[config.mk]
export PLATFORM = sky130hd
export DESIGN_NAME = uart_rx_fifo
export DESIGN_NICKNAME = d
export VERILOG_FILES = /design/src/rtl/uart_rx_fifo_pkg.sv /design/src/rtl/uart_fifo_mem.sv /design/src/rtl/uart_rx_fifo.sv
export SDC_FILE = /design/constraint.sdc
export NUM_CORES = 1
export LEC_CHECK = 0
export ABC_AREA = 1
export CAP_MARGIN = 20
export CORE_ASPECT_RATIO = 1.4
export CORE_MARGIN = 3
export CORE_UTILIZATION = 53
export DETAILED_ROUTE_END_ITERATION = 16
export PLACE_DENSITY = 0.8
export SLEW_MARGIN = 10
export SYNTH_ARGS = -nofsm -noshare
export SYNTH_HDL_FRONTEND = slang
export SYNTH_SLANG_ARGS = --single-unit
[constraint.sdc]
create_clock -name pclk -period 8.3 [get_ports pclk]
set_input_delay 1.245 -clock pclk [delete_from_list [all_inputs] [get_ports pclk]]
set_output_delay 1.245 -clock pclk [all_outputs]
set_load 0.03 [all_outputs]
[src/rtl/uart_rx_fifo_pkg.sv]
// Shared types and constants for the UART receive buffer.
// Holds the default byte width, the stored entry layout and the status bit
// indices that the APB register map also uses.
package uart_rx_fifo_pkg;

  localparam int UART_DATA_W = 8;

  // One stored FIFO entry: the frame-error flag sits above the data byte.
  typedef struct packed {
    logic                   ferr;
    logic [UART_DATA_W-1:0] data;
  } uart_entry_t;

  // Bit positions in the APB status register.
  localparam int STAT_EMPTY = 0;
  localparam int STAT_FULL  = 1;
  localparam int STAT_OVR   = 2;
  localparam int STAT_TO    = 3;

  // A programmed threshold of 0 behaves as 1, so irq never fires on an empty FIFO.
  function automatic int eff_thresh(input int t);
    return (t < 1) ? 1 : t;
  endfunction

endpackage

[src/rtl/uart_fifo_mem.sv]
// Register-array storage for the RX FIFO: one synchronous write port and one
// asynchronous read port. The array has no reset; the top level masks the read
// data while the FIFO is empty.
module uart_fifo_mem #(
  parameter int DEPTH = 16,
  parameter int W     = 9
) (
  input  logic                     clk_i,
  input  logic                     we_i,
  input  logic [$clog2(DEPTH)-1:0] waddr_i,
  input  logic [W-1:0]             wdata_i,
  input  logic [$clog2(DEPTH)-1:0] raddr_i,
  output logic [W-1:0]             rdata_o
);

  logic [W-1:0] mem_q [DEPTH];

  // Write the incoming entry on the rising edge when enabled.
  always_ff @(posedge clk_i) begin
    if (we_i) begin
      mem_q[waddr_i] <= wdata_i;
    end
  end

  assign rdata_o = mem_q[raddr_i];

endmodule

[src/rtl/uart_rx_fifo.sv]
// UART RX byte FIFO with fill level, sticky overrun and a registered interrupt.
// Reads are first-word-fall-through; a pushed byte is visible one cycle later.
// Optional idle timeout is enabled by defining UART_RX_TIMEOUT_EN.
module uart_rx_fifo
  import uart_rx_fifo_pkg::*;
#(
  parameter int DEPTH   = 16,
  parameter int DATA_W  = UART_DATA_W,
  parameter int TO_BITS = 32
) (
  input  logic                   pclk,
  input  logic                   prst,
  input  logic [DATA_W-1:0]      rx_data,
  input  logic                   rx_frame_err,
  input  logic                   rx_valid,
  input  logic                   baud_tick,
  input  logic                   rd_en,
  input  logic [$clog2(DEPTH):0] thresh,
  input  logic                   clr_ovr,
  output logic [DATA_W-1:0]      rd_data,
  output logic                   rd_ferr,
  output logic                   empty,
  output logic                   full,
  output logic [$clog2(DEPTH):0] count,
  output logic                   overrun,
  output logic                   irq
);

  localparam int PW = $clog2(DEPTH);
  localparam int CW = PW + 1;
  localparam int EW = DATA_W + 1;

  logic [PW-1:0] wr_ptr_q, wr_ptr_d, rd_ptr_q, rd_ptr_d;
  logic [CW-1:0] count_q, count_d;
  logic          empty_q, empty_d, full_q, full_d;
  logic          overrun_q, overrun_d;
  logic          irq_q, irq_d;
  logic          timeout_d;
  logic          push, pop;
  logic [EW-1:0] mem_rdata;

  uart_fifo_mem #(.DEPTH(DEPTH), .W(EW)) u_mem (
    .clk_i   (pclk),
    .we_i    (push),
    .waddr_i (wr_ptr_q),
    .wdata_i ({rx_frame_err, rx_data}),
    .raddr_i (rd_ptr_q),
    .rdata_o (mem_rdata)
  );

  // Next-state for pointers, occupancy, flags and interrupt.
  always_comb begin
    // A full FIFO still accepts a byte when the same cycle pops one.
    push      = rx_valid & (~full_q | rd_en);
    pop       = rd_en & ~empty_q;
    wr_ptr_d  = wr_ptr_q + PW'(push);
    rd_ptr_d  = rd_ptr_q + PW'(pop);
    count_d   = count_q + CW'(push) - CW'(pop);
    empty_d   = (count_d == '0);
    full_d    = (count_d == CW'(DEPTH));
    // A new drop wins over a same-cycle clear.
    overrun_d = (rx_valid & full_q & ~rd_en) | (overrun_q & ~clr_ovr);
    irq_d     = (int'(count_d) >= eff_thresh(int'(thresh))) | overrun_d | timeout_d;
  end

  // State registers.
  always_ff @(posedge pclk or posedge prst) begin
    if (prst) begin
      wr_ptr_q  <= '0;
      rd_ptr_q  <= '0;
      count_q   <= '0;
      empty_q   <= 1'b1;
      full_q    <= 1'b0;
      overrun_q <= 1'b0;
      irq_q     <= 1'b0;
    end else begin
      wr_ptr_q  <= wr_ptr_d;
      rd_ptr_q  <= rd_ptr_d;
      count_q   <= count_d;
      empty_q   <= empty_d;
      full_q    <= full_d;
      overrun_q <= overrun_d;
      irq_q     <= irq_d;
    end
  end

`ifdef UART_RX_TIMEOUT_EN
  localparam int TCW = $clog2(TO_BITS + 1);

  logic [TCW-1:0] to_cnt_q, to_cnt_d;
  logic           timeout_q, to_set;

  // Count idle baud ticks while data sits unread; saturate at TO_BITS.
  always_comb begin
    to_cnt_d = to_cnt_q;
    to_set   = 1'b0;
    if (push | pop | empty_q) begin
      to_cnt_d = '0;
    end else if (baud_tick && (to_cnt_q < TCW'(TO_BITS))) begin
      to_cnt_d = to_cnt_q + 1'b1;
      to_set   = (to_cnt_d == TCW'(TO_BITS));
    end
    timeout_d = pop ? 1'b0 : (timeout_q | to_set);
  end

  // Timeout counter and sticky flag.
  always_ff @(posedge pclk or posedge prst) begin
    if (prst) begin
      to_cnt_q  <= '0;
      timeout_q <= 1'b0;
    end else begin
      to_cnt_q  <= to_cnt_d;
      timeout_q <= timeout_d;
    end
  end
`else
  localparam int unused_to_bits = TO_BITS;
  logic          unused_baud_tick;

  assign unused_baud_tick = baud_tick;
  assign timeout_d        = 1'b0;
`endif

  assign rd_data = empty_q ? '0   : mem_rdata[DATA_W-1:0];
  assign rd_ferr = empty_q ? 1'b0 : mem_rdata[DATA_W];
  assign empty   = empty_q;
  assign full    = full_q;
  assign count   = count_q;
  assign overrun = overrun_q;
  assign irq     = irq_q;

endmodule
# [Word level (Yosys, flattened, before mapping)]
# Memory sizes are Yosys's and may differ from the RTL's.
# Cells that the tools add are included.
[totals] word_cells=33 ramBits=144 memories=1 ff_bits=17 out_inout_bits=18
[memory_table] name="u_mem.mem_q" words=16 word_bits=9 rd=1 rd_clocked_by_memory_dff=0 write_ports=1 line="uart_fifo_mem.sv:16" source="logic [W-1:0] mem_q [DEPTH];"
[classes] addsub=4 order_cmp=2 n_bitwise=12 eq_ne=1 n_reduce_logical=1 mux=5
[op_table] operator="adder 4 x 1 -> 4 bit" n=2
[op_table] operator="2-to-1 mux 8 bit" n=1
[op_table] operator="adder 5 x 1 -> 5 bit" n=1
[op_table] operator="bitwise AND 1 bit" n=5
[op_table] operator="== test 5 bit (second input constant)" n=1
[op_table] operator=">= comparator 5 bit" n=1
[op_table] operator="zero test 5 bit" n=1
[op_table] operator="< comparator 5 x 1 -> 1 bit (second input constant)" n=1
[op_table] operator="2-to-1 mux 5 bit" n=1
[op_table] operator="subtractor 5 x 1 -> 5 bit" n=1
[op_table] operator="NOT 1 bit" n=4
[op_table] operator="2-to-1 mux 1 bit" n=3
[op_table] operator="OR 1 bit" n=3

# [Logic depth before layout (Yosys ltp)]
[depth] ltp_word=7 depth_mapped=19

# [Hierarchy]
# A second synthesis with hierarchy kept.
[hier_totals] hier_cells=734 hier_area_um2=7359.6
[modules_own_cells] module="uart_fifo_mem" instances=1 area_each_um2=6322.3 cells_per_inst=606
[modules_own_cells] module="uart_rx_fifo" instances=1 area_each_um2=1037.2 cells_per_inst=128

# [Least setup slack after synthesis]
# Ideal clock, no wire load.
[synth_timing] kind="input to register" startpoint="in rd_en" endpoint="reg irq_q (netlist: irq)" required_ns=8.184 t_arrival_ns=3.194 cell_stages=18 path_buffers=0 setup_ns=0.116 setup_slack_ns=4.989 cell_sequence="inv_1 -> or2_1 -> nor2_1 -> inv_2 -> nand2_1 -> ha_1 -> inv_1 -> fa_1 -> inv_1 -> ha_1 -> o21ai_0 -> nand2_1 -> nand2_1 -> nand2_1 -> nand2_1 -> nand2_1 -> nand2_1 -> nand2_1"
[synth_via] elab_chain_len=6 word_cells_on_any_way=10 classes_between="add/sub: 2; order compare: 1; bitwise: 7"
[synth_rtl] element="from (decl)" line="uart_rx_fifo.sv:17" source="input logic rd_en,"
[synth_rtl] element="OR 1 bit" line="uart_rx_fifo.sv:54" source="push = rx_valid & (~full_q | rd_en);"
[synth_rtl] element="bitwise AND 1 bit" line="uart_rx_fifo.sv:54"
[synth_rtl] element="adder 5 x 1 -> 5 bit" line="uart_rx_fifo.sv:58" source="count_d = count_q + CW'(push) - CW'(pop);"
[synth_rtl] element="subtractor 5 x 1 -> 5 bit (*)" line="uart_rx_fifo.sv:58"
[synth_rtl] element="named net count_d[1]" line="uart_rx_fifo.sv:34" source="logic [CW-1:0] count_q, count_d;"
[synth_rtl] element=">= comparator 5 bit (*)" line="uart_rx_fifo.sv:63" source="irq_d = (int'(count_d) >= eff_thresh(int'(thresh))) | overrun_d | timeout_d;"
[synth_rtl] element="OR 1 bit (*)" line="uart_rx_fifo.sv:63"
[synth_rtl] element="named net irq_d" line="uart_rx_fifo.sv:37" source="logic irq_q, irq_d;"
[synth_rtl] element="to (signal assigned)" line="uart_rx_fifo.sv:83" source="irq_q <= irq_d;"
[synth_rtl] element="to (decl)" line="uart_rx_fifo.sv:37"
# Mark *: on every way through the listed nets, which the timed path passes. The rest lies on a longest branch.

# [Worst setup path in the final report]
[layout_timing] startpoint="reg rd_ptr_q[0]" endpoint="out rd_data[0]"
[layout_via] elab_chain_len=2
[layout_rtl] element="from (decl)" line="uart_rx_fifo.sv:33" source="logic [PW-1:0] wr_ptr_q, wr_ptr_d, rd_ptr_q, rd_ptr_d;"
[layout_rtl] element="from (signal assigned)" line="uart_rx_fifo.sv:78" source="rd_ptr_q <= rd_ptr_d;"
[layout_rtl] element="memory (16 x 9 bit)"
[layout_rtl] element="2-to-1 mux 8 bit" line="uart_rx_fifo.sv:124" source="assign rd_data = empty_q ? '0 : mem_rdata[DATA_W-1:0];"
[layout_rtl] element="to (decl)" line="uart_rx_fifo.sv:20" source="output logic [DATA_W-1:0] rd_data,"
# No other way between the ends.

==> results.toml <==
[status]
status = "completed"

[timing]
rsz0062_at_grt = "no"
fin_ws_ns = 3.561
holdWs_ns = 0.5661
fmax_mhz = 211.0
hold_viol = 0
setup_viol = 0
period_share_pct = 57.10
fin_setup_tns_ns = 0
clock_skew_ns = 0.006202
relSlewSlack_pct = 27.33
tightest_slew_ns = 1.086
final_max_slew_viol_count = 0
min_period_ns = 4.739

[cells_and_area]
utilization_pct = 62.28
final_area_um2 = 8095
diodes = 0
layoutNonFillerInstCount = 911
layout.nets = 752
syn2layout_area_growth_pct = 13.57
drive_above_1_share_pct = 5.730
fillers = 1016

[grt]
grt_start_max_net_pins = 75
grt_pass1_vias = 4893
grt_pass1_wl_um = 24610
antenna_found_initial = 0
grt_overflow_total = 0
grt_usage_pct = 21.87

[synth]
synth-edff-count = 144
synth_top_cell_by_area = "edfxtp_1"
synth_mux_area_share_pct = 0
seq_area_frac_synth_pct = 66.65
synth_cell_types = 28
synthXorXnorAreaFrac_pct = 0.8601
synth_compound_area_share_pct = 0.9654
async_flop_share_pct = 10.56
synth.most_common_cell = "nand2_1"
ys.flop_type = "edfxtp_1"
netlist.area_leader.share_pct = 60.66
synthAdderAreaFrac_pct = 2.212
synth_area_um2 = 7128
synth_nets = 723
yosys-top-cells-area = "edfxtp_1 61%, nand2_1 13%, nand3_1 7.0%, dfrtp_1 5.6%, inv_1 5.2%"
synth_cells = 691
ys_ff_latch = 161
synth_top_family_by_area = "simple AND/OR/NAND/NOR gates"
synthSimpleGateAreaFrac_pct = 21.33
synth_common_cells = "241 x nand2_1, 144 x edfxtp_1, 99 x nand3_1"
syn_avg_cell_area_um2 = 10.32
ys_warn_count = 0

[setup_path]
cp.required_ns = 7.05
critical_path.max_stage_delay_ns = 0.73
startpoint_type = "register"
arrival_ns = 3.49
r2r_slack_ns = 5.55
rr_worst_depth = 15
timing.rr.end = "irq"
endpoint_kind = "output pin"
crit_path_top_delay_cell = "clkdlybuf4s50_1"
reg2reg_from = "empty"
worstPathCellList = "buf_4 > inv_4 > nand2_1 > nand3_1 > nand3_1 > nand3_1 > a21oi_1 > clkdlybuf4s50_1"
crit_top_cell = "nand3_1"
crit_fanout = 74
crit_type = "register to output pin"

[placed_design]
portBuffers = 36
post-place-ws_ns = 4.079
gp_congestion = 0.7933
place_area_um2 = 7547
place_hpwl_um = 9701
placed_cells = 879

[min_path]
holdPathEnd = "wr_ptr_q[2]"
min-delay-start = "wr_ptr_q[2]"
hp-class = "register to register"
whs_path_depth = 1

[power]
power_density_nw_per_um2 = 377.6
max-vdd-ir-drop_mv = 0.2323
total_leakage_power_nw = 3.446
power_mw = 3.057

[clocking]
clk_pin_slew_ns = 0.06
cts.sinks = 161
cts_made_buffers = 17
cts.htree.levels = 4
post_cts_resized = 0
clockBufferDepth = 2
post_cts.repair.setup_buffers = 0
cts_root_buf = "clkbuf_16"
tritoncts = "yes"
cts_hold_buf = 0
insertion_delay_ns = 0.43

[run]
maxCapViolations = 0

[die]
ios = 38
num_rows = 49
chipHeight_um = 143.2
initial_core_util_pct = 54.84
fp.coreArea_um2 = 13000
die_w_um = 104.0
dieArea_um2 = 14900

[detailed_routing]
drt_iter0_drc = 636
drt_wl_total_um = 15520
drc = 0
route.vias.total = 4939
wire_per_inst_um = 17.04
firstDrtPassIters = 5
viasPerCell = 5.422
antenna_left = 0
worst max-delay path, delay by kind of cell, from the launching register on:
family	cells	cell delay [ns]
buf+inv	3	1.79
compound gates	1	0.29
flops	1	0.34
simple gates	4	0.53
layer usage:
layer / GRT usage, % / wire (µm) / up-vias
met4: 9.734 / 558 / 0
met1: 25.02 / 5509 / 2319
met5: 0 / 0 / -
met3: 5.201 / 1264 / 42
li1: - / - / 2299
met2: 39.23 / 8189 / 279
layout make-up:
class	count	area (µm²)	share of cell area (%)
Clock buffer	17	425.4	5.255
Sequential cell	161	4752	58.70
Tap cell	178	222.7	2.751
Clock inverter	15	122.6	1.515
Multi-Input combinational cell	399	1808	22.33
Inverter	103	389.1	4.807
Timing Repair Buffer	38	375.4	4.637
worst max-delay path by stage:
stage                start          to
3_3_place_gp   rd_ptr_q[0]  rd_data[5]
5_1_grt        rd_ptr_q[0]  rd_data[0]
2_1_floorplan        rd_en         irq
6_report       rd_ptr_q[0]  rd_data[0]
3_5_place_dp   rd_ptr_q[0]  rd_data[0]
4_1_cts        rd_ptr_q[0]  rd_data[0]
where the power goes:
| group | switching (mW) | internal (mW) | total (mW) |
|---|---|---|---|
| Sequential | 0.0839 | 1.01 | 1.09 |
| Clock | 0.333 | 0.391 | 0.724 |
| Combinational | 0.836 | 0.404 | 1.24 |
state kept, by name, indices dropped and copies added (netlist names):
| signal | count |
|---|---|
| rd_ptr_q | 4 |
| irq | 1 |
| u_mem.mem_q | 144 |
| full | 1 |
| wr_ptr_q | 4 |
| empty | 1 |
| overrun | 1 |
| count | 5 |
cells by family (layout without fill, tap and decap cells):
family                     after synthesis  in the layout
DFF                                    161            161
adders and majority gates               12             12
buffers and inverters                  131            173
xor gates and xnor gates                 7              7
and+or+nand+nor                        367            367
AOI/OAI and AO/OA                       13             13
cell usage in the layout, fill, tap and decap left out, types with 11 or more instances in the layout:
cell,instances
nor2_1,20
edfxtp_1,144
a21oi_1,11
nand2_1,241
ha_1,11
nand3_1,99
inv_1,98
dfrtp_1,15
clkdlybuf4s50_1,36
clkbuf_16,17
No activity file was read; power rests on OpenSTA's default activity.
